<file path="src/rtl/tlb_op_ctrl.sv">
// TLB management sequencer for TLBP/TLBR/TLBWI. Owns CP0 Index, EntryHi,
// EntryLo0 and EntryLo1, and pulses op_done/refetch when each op completes.
//
// state   | meaning
// IDLE    | accepts MTC0 writes (priority) or one TLB op
// PROBE   | search TLB with EntryHi, capture P/idx into Index
// READ    | read TLB[Index.idx] into EntryHi/EntryLo0/EntryLo1
// WRITE   | write EntryHi/EntryLo0/EntryLo1 into TLB[Index.idx]
// DONE    | op_done/refetch pulse, then IDLE
module tlb_op_ctrl #(
  parameter int TLBNUM = 16,
  parameter int IDX_W  = $clog2(TLBNUM)
) (
  input  logic             clk,
  input  logic             reset,

  input  logic             op_valid,
  input  logic [1:0]       op_code,
  output logic             op_ready,
  output logic             op_done,
  output logic             refetch,
  input  logic             flush,

  input  logic             cp0_wen,
  input  logic [4:0]       cp0_addr,
  input  logic [31:0]      cp0_wdata,
  output logic             cp0_ready,
  output logic [31:0]      cp0_rdata,
  output logic [7:0]       entryhi_asid,

  output logic [18:0]      s_vpn2,
  output logic [7:0]       s_asid,
  input  logic             s_found,
  input  logic [IDX_W-1:0] s_index,

  output logic [IDX_W-1:0] r_index,
  input  logic [18:0]      r_vpn2,
  input  logic [7:0]       r_asid,
  input  logic             r_g,
  input  logic [19:0]      r_pfn0,
  input  logic [2:0]       r_c0,
  input  logic             r_d0,
  input  logic             r_v0,
  input  logic [19:0]      r_pfn1,
  input  logic [2:0]       r_c1,
  input  logic             r_d1,
  input  logic             r_v1,

  output logic             we,
  output logic [IDX_W-1:0] w_index,
  output logic [18:0]      w_vpn2,
  output logic [7:0]       w_asid,
  output logic             w_g,
  output logic [19:0]      w_pfn0,
  output logic [2:0]       w_c0,
  output logic             w_d0,
  output logic             w_v0,
  output logic [19:0]      w_pfn1,
  output logic [2:0]       w_c1,
  output logic             w_d1,
  output logic             w_v1
);

  localparam logic [2:0] S_IDLE  = 3'd0;
  localparam logic [2:0] S_PROBE = 3'd1;
  localparam logic [2:0] S_READ  = 3'd2;
  localparam logic [2:0] S_WRITE = 3'd3;
  localparam logic [2:0] S_DONE  = 3'd4;

  localparam logic [4:0] A_INDEX   = 5'd0;
  localparam logic [4:0] A_LO0     = 5'd2;
  localparam logic [4:0] A_LO1     = 5'd3;
  localparam logic [4:0] A_ENTRYHI = 5'd10;

  logic [2:0]       state;
  logic [2:0]       state_nxt;
  logic             idx_p;
  logic [IDX_W-1:0] idx;
  logic [18:0]      hi_vpn2;
  logic [7:0]       hi_asid;
  logic [25:0]      lo0;
  logic [25:0]      lo1;

  logic is_idle;
  logic op_go;
  logic cp0_go;
  logic unused_wdata;

  assign is_idle   = (state == S_IDLE);
  assign op_ready  = is_idle && !cp0_wen;
  assign cp0_ready = is_idle;
  assign op_go     = op_valid && op_ready && (op_code != 2'b00);
  assign cp0_go    = cp0_wen && cp0_ready;

  // EntryHi[12:8] is hard-wired zero, so those write bits are never stored.
  assign unused_wdata = ^cp0_wdata[12:8];

  always_comb begin
    state_nxt = state;
    case (state)
      S_IDLE: begin
        if (op_go) begin
          case (op_code)
            2'b01:   state_nxt = S_PROBE;
            2'b10:   state_nxt = S_READ;
            default: state_nxt = S_WRITE;
          endcase
        end
      end
      S_PROBE, S_READ, S_WRITE: state_nxt = flush ? S_IDLE : S_DONE;
      S_DONE:  state_nxt = S_IDLE;
      default: state_nxt = S_IDLE;
    endcase
  end

  always_ff @(posedge clk) begin
    if (reset) begin
      state   <= S_IDLE;
      idx_p   <= 1'b0;
      idx     <= '0;
      hi_vpn2 <= '0;
      hi_asid <= '0;
      lo0     <= '0;
      lo1     <= '0;
    end else begin
      state <= state_nxt;
      if (cp0_go) begin
        case (cp0_addr)
          A_INDEX:   idx <= cp0_wdata[IDX_W-1:0];
          A_LO0:     lo0 <= cp0_wdata[25:0];
          A_LO1:     lo1 <= cp0_wdata[25:0];
          A_ENTRYHI: begin
            hi_vpn2 <= cp0_wdata[31:13];
            hi_asid <= cp0_wdata[7:0];
          end
          default: ;
        endcase
      end
      if (state == S_PROBE && !flush) begin
        idx_p <= !s_found;
        if (s_found) idx <= s_index;
      end
      if (state == S_READ && !flush) begin
        hi_vpn2 <= r_vpn2;
        hi_asid <= r_asid;
        lo0     <= {r_pfn0, r_c0, r_d0, r_v0, r_g};
        lo1     <= {r_pfn1, r_c1, r_d1, r_v1, r_g};
      end
    end
  end

  always_comb begin
    cp0_rdata = 32'h0;
    case (cp0_addr)
      A_INDEX:   cp0_rdata = {idx_p, {(31-IDX_W){1'b0}}, idx};
      A_LO0:     cp0_rdata = {6'b0, lo0};
      A_LO1:     cp0_rdata = {6'b0, lo1};
      A_ENTRYHI: cp0_rdata = {hi_vpn2, 5'b0, hi_asid};
      default:   cp0_rdata = 32'h0;
    endcase
  end

  assign op_done      = (state == S_DONE) && !reset;
  assign refetch      = op_done;
  assign entryhi_asid = hi_asid;

  assign s_vpn2  = hi_vpn2;
  assign s_asid  = hi_asid;
  assign r_index = idx;

  assign we      = (state == S_WRITE) && !flush && !reset;
  assign w_index = idx;
  assign w_vpn2  = hi_vpn2;
  assign w_asid  = hi_asid;
  assign w_g     = lo0[0] & lo1[0];
  assign w_pfn0  = lo0[25:6];
  assign w_c0    = lo0[5:3];
  assign w_d0    = lo0[2];
  assign w_v0    = lo0[1];
  assign w_pfn1  = lo1[25:6];
  assign w_c1    = lo1[5:3];
  assign w_d1    = lo1[2];
  assign w_v1    = lo1[1];

endmodule

</file>
<file path="config.mk">
export PLATFORM = sky130hd
export DESIGN_NAME = tlb_op_ctrl
export DESIGN_NICKNAME = d
export VERILOG_FILES = /design/src/rtl/tlb_op_ctrl.sv
export SDC_FILE = /design/constraint.sdc
export NUM_CORES = 1
export LEC_CHECK = 0
export BUFFER_PORTS_ARGS = -buffer_cell sky130_fd_sc_hd__clkbuf_2
export CORE_ASPECT_RATIO = 0.6
export CORE_UTILIZATION = 30
export CTS_BUF_LIST = sky130_fd_sc_hd__clkbuf_8
export CTS_CLUSTER_DIAMETER = 150
export DETAILED_ROUTE_END_ITERATION = 16
export GPL_ROUTABILITY_DRIVEN = 1
export GPL_TIMING_DRIVEN = 0
export MAX_ROUTING_LAYER = met4
export PLACE_DENSITY = 0.56
export SLEW_MARGIN = 0
export SYNTH_ARGS = -nofsm -noshare
export SYNTH_HDL_FRONTEND = slang
export SYNTH_SLANG_ARGS = --single-unit
export TNS_END_PERCENT = 5
</file>
<file path="constraint.sdc">
create_clock -name clk -period 3.5 [get_ports clk]
set_input_delay 0.175 -clock clk [delete_from_list [all_inputs] [get_ports clk]]
set_output_delay 0.175 -clock clk [all_outputs]
set_load 0.01 [all_outputs]
</file>
### After elaboration in Yosys (flattened, before gate mapping)

Index checks and enable logic that the tools add are counted.

| storage, ports and cells | value |
|---|---|
| output and inout port bits | 158 |
| flip-flop bits (word level) | 87 |

| operators by class | value |
|---|---|
| eq/ne operators | 10 |
| bitwise gates (word level) | 1 |
| reductions and logical operators | 24 |
| muxes and demuxes | 21 |

Operators with widths:

| kind | count |
|---|---|
| $mux W26 | 6 |
| $pmux W32 S4 | 1 |
| $mux W19 | 3 |
| $mux W8 | 3 |
| $mux W4 | 4 |
| $eq A5 B2 Y1 const B | 2 |
| $reduce_bool A2 Y1 | 5 |
| $logic_and A1 B1 Y1 | 9 |
| $eq A3 B2 Y1 const B | 2 |
| $mux W3 | 2 |
| $pmux W3 S2 | 1 |
| $reduce_and A2 Y1 | 3 |
| $eq A5 B4 Y1 const B | 1 |
| $logic_not A5 Y1 | 1 |
| $logic_not A1 Y1 | 4 |
| $pmux W2 S2 | 1 |
| $eq A3 B1 Y1 const B | 1 |
| $eq A3 B3 Y1 const B | 1 |
| $logic_not A3 Y1 | 1 |
| $reduce_or A3 Y1 | 1 |
| $eq A2 B1 Y1 const B | 1 |
| $eq A2 B2 Y1 const B | 1 |
| $ne A2 B1 Y1 const B | 1 |
| $and A1 B1 Y1 | 1 |

### Depth between registers and ports, before layout

| depth | value |
|---|---|
| depth in word-level cells | 6 |
| mapped depth | 7 |
| mapped depth without buffers | 3 |

### Worst setup path before layout

Ideal clock, no wire load.

| timing | value |
|---|---|
| path type | register -> register |
| start | reg state[0] |
| end | reg hi_vpn2[10], in the netlist s_vpn2[10] |
| setup slack | 1797 ps |
| cell stages (with the launch flop) | 8 |
| data arrival time | 1616 ps |
| period minus slack after synthesis | 1703 ps |
| cell sequence | dfxtp_1 > buf_2 > or4b_1 > clkbuf_1 > buf_6 > buf_6 > mux2i_1 > o31ai_1 |

| between the ends | value |
|---|---|
| cells in the longest elaborated chain, start to end | 4 |

RTL lines:

| what | RTL line | text |
|---|---|---|
| start: declaration | 75 | `logic [2:0] state;` |
| start signal: assignment | 126 | `state <= state_nxt;` |
| $eq A3 B2 Y1 / $logic_not A3 Y1 (equally long branches) | 143, 89 |  |
| $logic_and A1 B1 Y1, on equally long branches | 143, 93 |  |
| $reduce_bool A2 Y1 (no source line) | -- |  |
| $reduce_and A2 Y1 (no source line) | -- |  |
| end signal: assignment | 133 | `hi_vpn2 <= cp0_wdata[31:13];` |
| end signal: assignment | 144 | `hi_vpn2 <= r_vpn2;` |
| end: declaration | 79 | `logic [18:0] hi_vpn2;` |

Parallel ways exist; a longest one is shown, timed or not.
A chain may end at the register's enable or synchronous reset.

### Final worst setup path

| timing | value |
|---|---|
| start | in cp0_addr[2] |
| end | out cp0_rdata[24] |

| between the ends | value |
|---|---|
| cells in the longest elaborated chain, start to end | 2 |

RTL lines:

| what | RTL line | text |
|---|---|---|
| start: declaration | 25 | `input logic [4:0] cp0_addr,` |
| $eq A5 B4 Y1 (tied with other cells) | 154 | `case (cp0_addr)` |
| $pmux W32 S4 (*) | 154 |  |
| end: declaration | 28 | `output logic [31:0] cp0_rdata,` |

Mark *: on every way between the ends. The rest lies on a longest branch, timed or not.

==> reports/summary.txt <==
Worst Tran Pin Value -> 1.01 ns
Vias per cell -> 5.54
Synth Area in Compound Gates -> 27.5%
Post-synthesis sequential area ratio -> 29.4%
CP endpoint kind -> primary output
Clk_skew -> 0.00746 ns
Critical path origin -> cp0_addr[2]
Max IR drop VDD -> 0.000156 V
Clock Latency Late Sink -> 0.36 ns
HP Class -> in -> reg
Reg clk slew, reported paths -> 0.09 ns
Mapped cell area -> 0.00593 sq mm
DP HPWL -> 23,000 um
TritonCTS clock tree -> built
Post-CTS Setup Repair Bufs -> 0
Syn Nets -> 823
DRC Markers -> 0
Final WL -> 29,100 um
Post-DRT Antenna Nets -> 0
Die Ht -> 111 um
Total power -> 2.26 mW
DR iter-0 viols -> 597
Worst EP required -> 3.32 ns
FF+latch count, synth -> 87
Post-synth ARST share -> 0%
# port buffers -> 283
Hold Violations, Final -> 0
Total leakage power -> 3.67 nW
Max Slew Vio Count -> 0
Fmax -> 362 MHz
Hold Buf Count CTS -> 0
Die ar. -> 0.0203 sq mm
Max_slew headroom -> 32.5%
Crit-path cells -> clkbuf_2 -> nand4bb_1 -> buf_2 -> nor2_1 -> clkbuf_1 -> a221o_1 -> clkbuf_2
Crit path top cell by count -> clkbuf_2
Largest net degree at the start of global routing -> 14
Placement Setup Slack -> 0.728 ns
Worst Hold Launch -> flush
Outcome -> complete, no violations
Largest family of logic cells by synthesized area -> compound AO/OA/AOI/OAI gates
EDFF count, synth -> 0
Ys Warns -> 0
CTS resizes -> 0
Worst Path Arrival -> 2.59 ns
N_diodes -> 0
Simple logic cell fraction of the synthesized area -> 19.6%
Adder-Cell Fraction of Synth Area -> 0%
Die X-Extent -> 183 um
Startpoint class of the critical path -> primary input
Num CTS Buffers -> 9
Clock tree buffer depth -> 2
XOR/XNOR share of the synthesized area -> 0%
Max Cap Viol -> 0
Vias in the first global route -> 6,643
Grt ovf -> 0
GP Congestion -> 0.915
Layout cell share with drive strength beyond 1 -> 42.8%
Slowest-stage cell, CP -> clkbuf_1
Antenna violations before repair -> 0
Root buffer cell -> clkbuf_8
Clock period minus worst slack -> 2.76 ns
Fillers -> 2,087
Area growth from synthesis to layout -> 33.0%
Avg Cell Area, Syn -> 8.52 sq um
First-pass GRT wire length -> 42,600 um
Tot GR Track Use -> 28.9%
Row cnt -> 39
Final setup vio count -> 0
Crit path buf inv count -> 4
Initial Util -> 30.9%
Setup slack after layout -> 0.739 ns
Synth cell types -> 40
Top cells by area, synth -> dfxtp_1 (29%), buf_4 (11%), o31ai_1 (10%)
Clock Sink Count -> 87
Wire per inst -> 23.0 um
TritonRoute pass-1 iters -> 9
Worst-path maximum fanout -> 10
Largest stage delay on the critical path -> 0.75 ns
Synth top cells by count -> buf_4 (87), dfxtp_1 (87), o31ai_1 (79)
Delay-heaviest family, CP -> buffers and inverters
Synth area leader -> dfxtp_1
Yosys top cell area share -> 29.4%
Core outline area -> 0.0192 sq mm
Nets -> 1,117
PwrDens -> 286 mW/mm^2
Unrepaired setup endpoints after global routing -> false
FF-to-FF Start -> state[0]$_SDFFE_PP0P_
Setup CP Type -> in -> out
# IOs -> 285
Synthesized instance count -> 696
Routed vias -> 6,990
Setup_tns -> 0 ns
H-tree lvl count -> 3
Post-synth top flop -> dfxtp_1
Mux cell area share after synthesis -> 4.22%
Period Utilization, post-route -> 78.9%
[cell families (layout without fill, tap and decap cells)]
group | Yosys count | count (layout)
buffers and inverters | 185 | 484
and+or+nand+nor | 204 | 204
AOI/OAI and AO/OA | 195 | 195
muxes | 25 | 25
DFF | 87 | 87
[state kept, by name, indices dropped and copies added, names as in the netlist]
signal        count
entryhi_asid      8
s_vpn2           19
r_index           4
lo0              26
idx_p             1
lo1              26
state             3
[metrics by stage]
stage	hold slack, ns	instances	area [sq um]	utilization [%]
after floorplan	0.254	696	5930	-
after global placement	0.413	1245	7680	40.0
after detailed placement	0.413	1245	7680	40.0
after CTS	0.0140	1261	7890	41.1
after global routing	0.0295	1261	7890	41.1
final	0.0323	1261	7890	41.1
[power breakdown]
part           leakage, nW  switching (mW)  internal [mW]  total, mW
registers            0.704          0.0278           1.01       1.04
clock network        0.111           0.392          0.385      0.777
logic                 2.86           0.280          0.162      0.442
total                 3.67           0.700           1.56       2.26
[area by class of cell]
cell class,count,area (sq um),area share [%]
inverter,7,26.3,0.333
timing repair buffer,283,1420,18.0
tap,266,333,4.22
sequential,87,1740,22.1
clock inverter,4,45.0,0.571
multi-input combinational,424,3040,38.6
buffer,178,1120,14.2
clock buffer,12,165,2.09
[routing by layer]
metal  GRT usage [%]  wire length (um)  up-vias
li1                -                 -     3228
met2            39.3             11700      429
met1            42.0             13900     3311
met5               -                 0        -
met3            9.13              3240       22
met4            3.78               233        0
[final timing paths]
kind | depth (start not counted) | slack [ns] | endpoint
setup / recovery | 7 | 0.74 | cp0_rdata[24]
hold / removal | 2 | 0.03 | state[2]$_SDFFE_PP0P_
setup reg to reg | 5 | 1.36 | s_vpn2[4]$_SDFFE_PP0P_
hold reg to reg | 2 | 0.51 | idx_p$_SDFFE_PP0P_
[placed cells by master (no fill, tap or decap), types with 2 or more instances in the layout]
cell type	n
dfxtp_1	87
mux2i_1	25
clkbuf_1	51
o41ai_1	3
nand3_1	12
buf_6	12
a22o_1	5
nor2b_1	25
nor2_1	59
o2111ai_1	4
a31oi_1	3
a221o_1	17
nand4_1	59
nor4b_1	3
nor3_1	6
o31ai_1	79
buf_1	2
and3_1	22
buf_4	87
and4b_1	2
or4b_1	3
a311oi_1	57
o311ai_1	24
nand2_1	2
buf_2	25
nor4_1	3
inv_1	8
clkbuf_8	12
clkbuf_2	284
[worst register-to-register path, delay by kind of cell (launching register included)]
kind	cells	cell delay, ns
AO/OA/AOI/OAI	2	0.71
buffers and inverters	2	0.54
AND/OR/NAND/NOR	1	0.52
flip-flops	1	0.30
No activity file was read; power rests on OpenSTA's default activity.
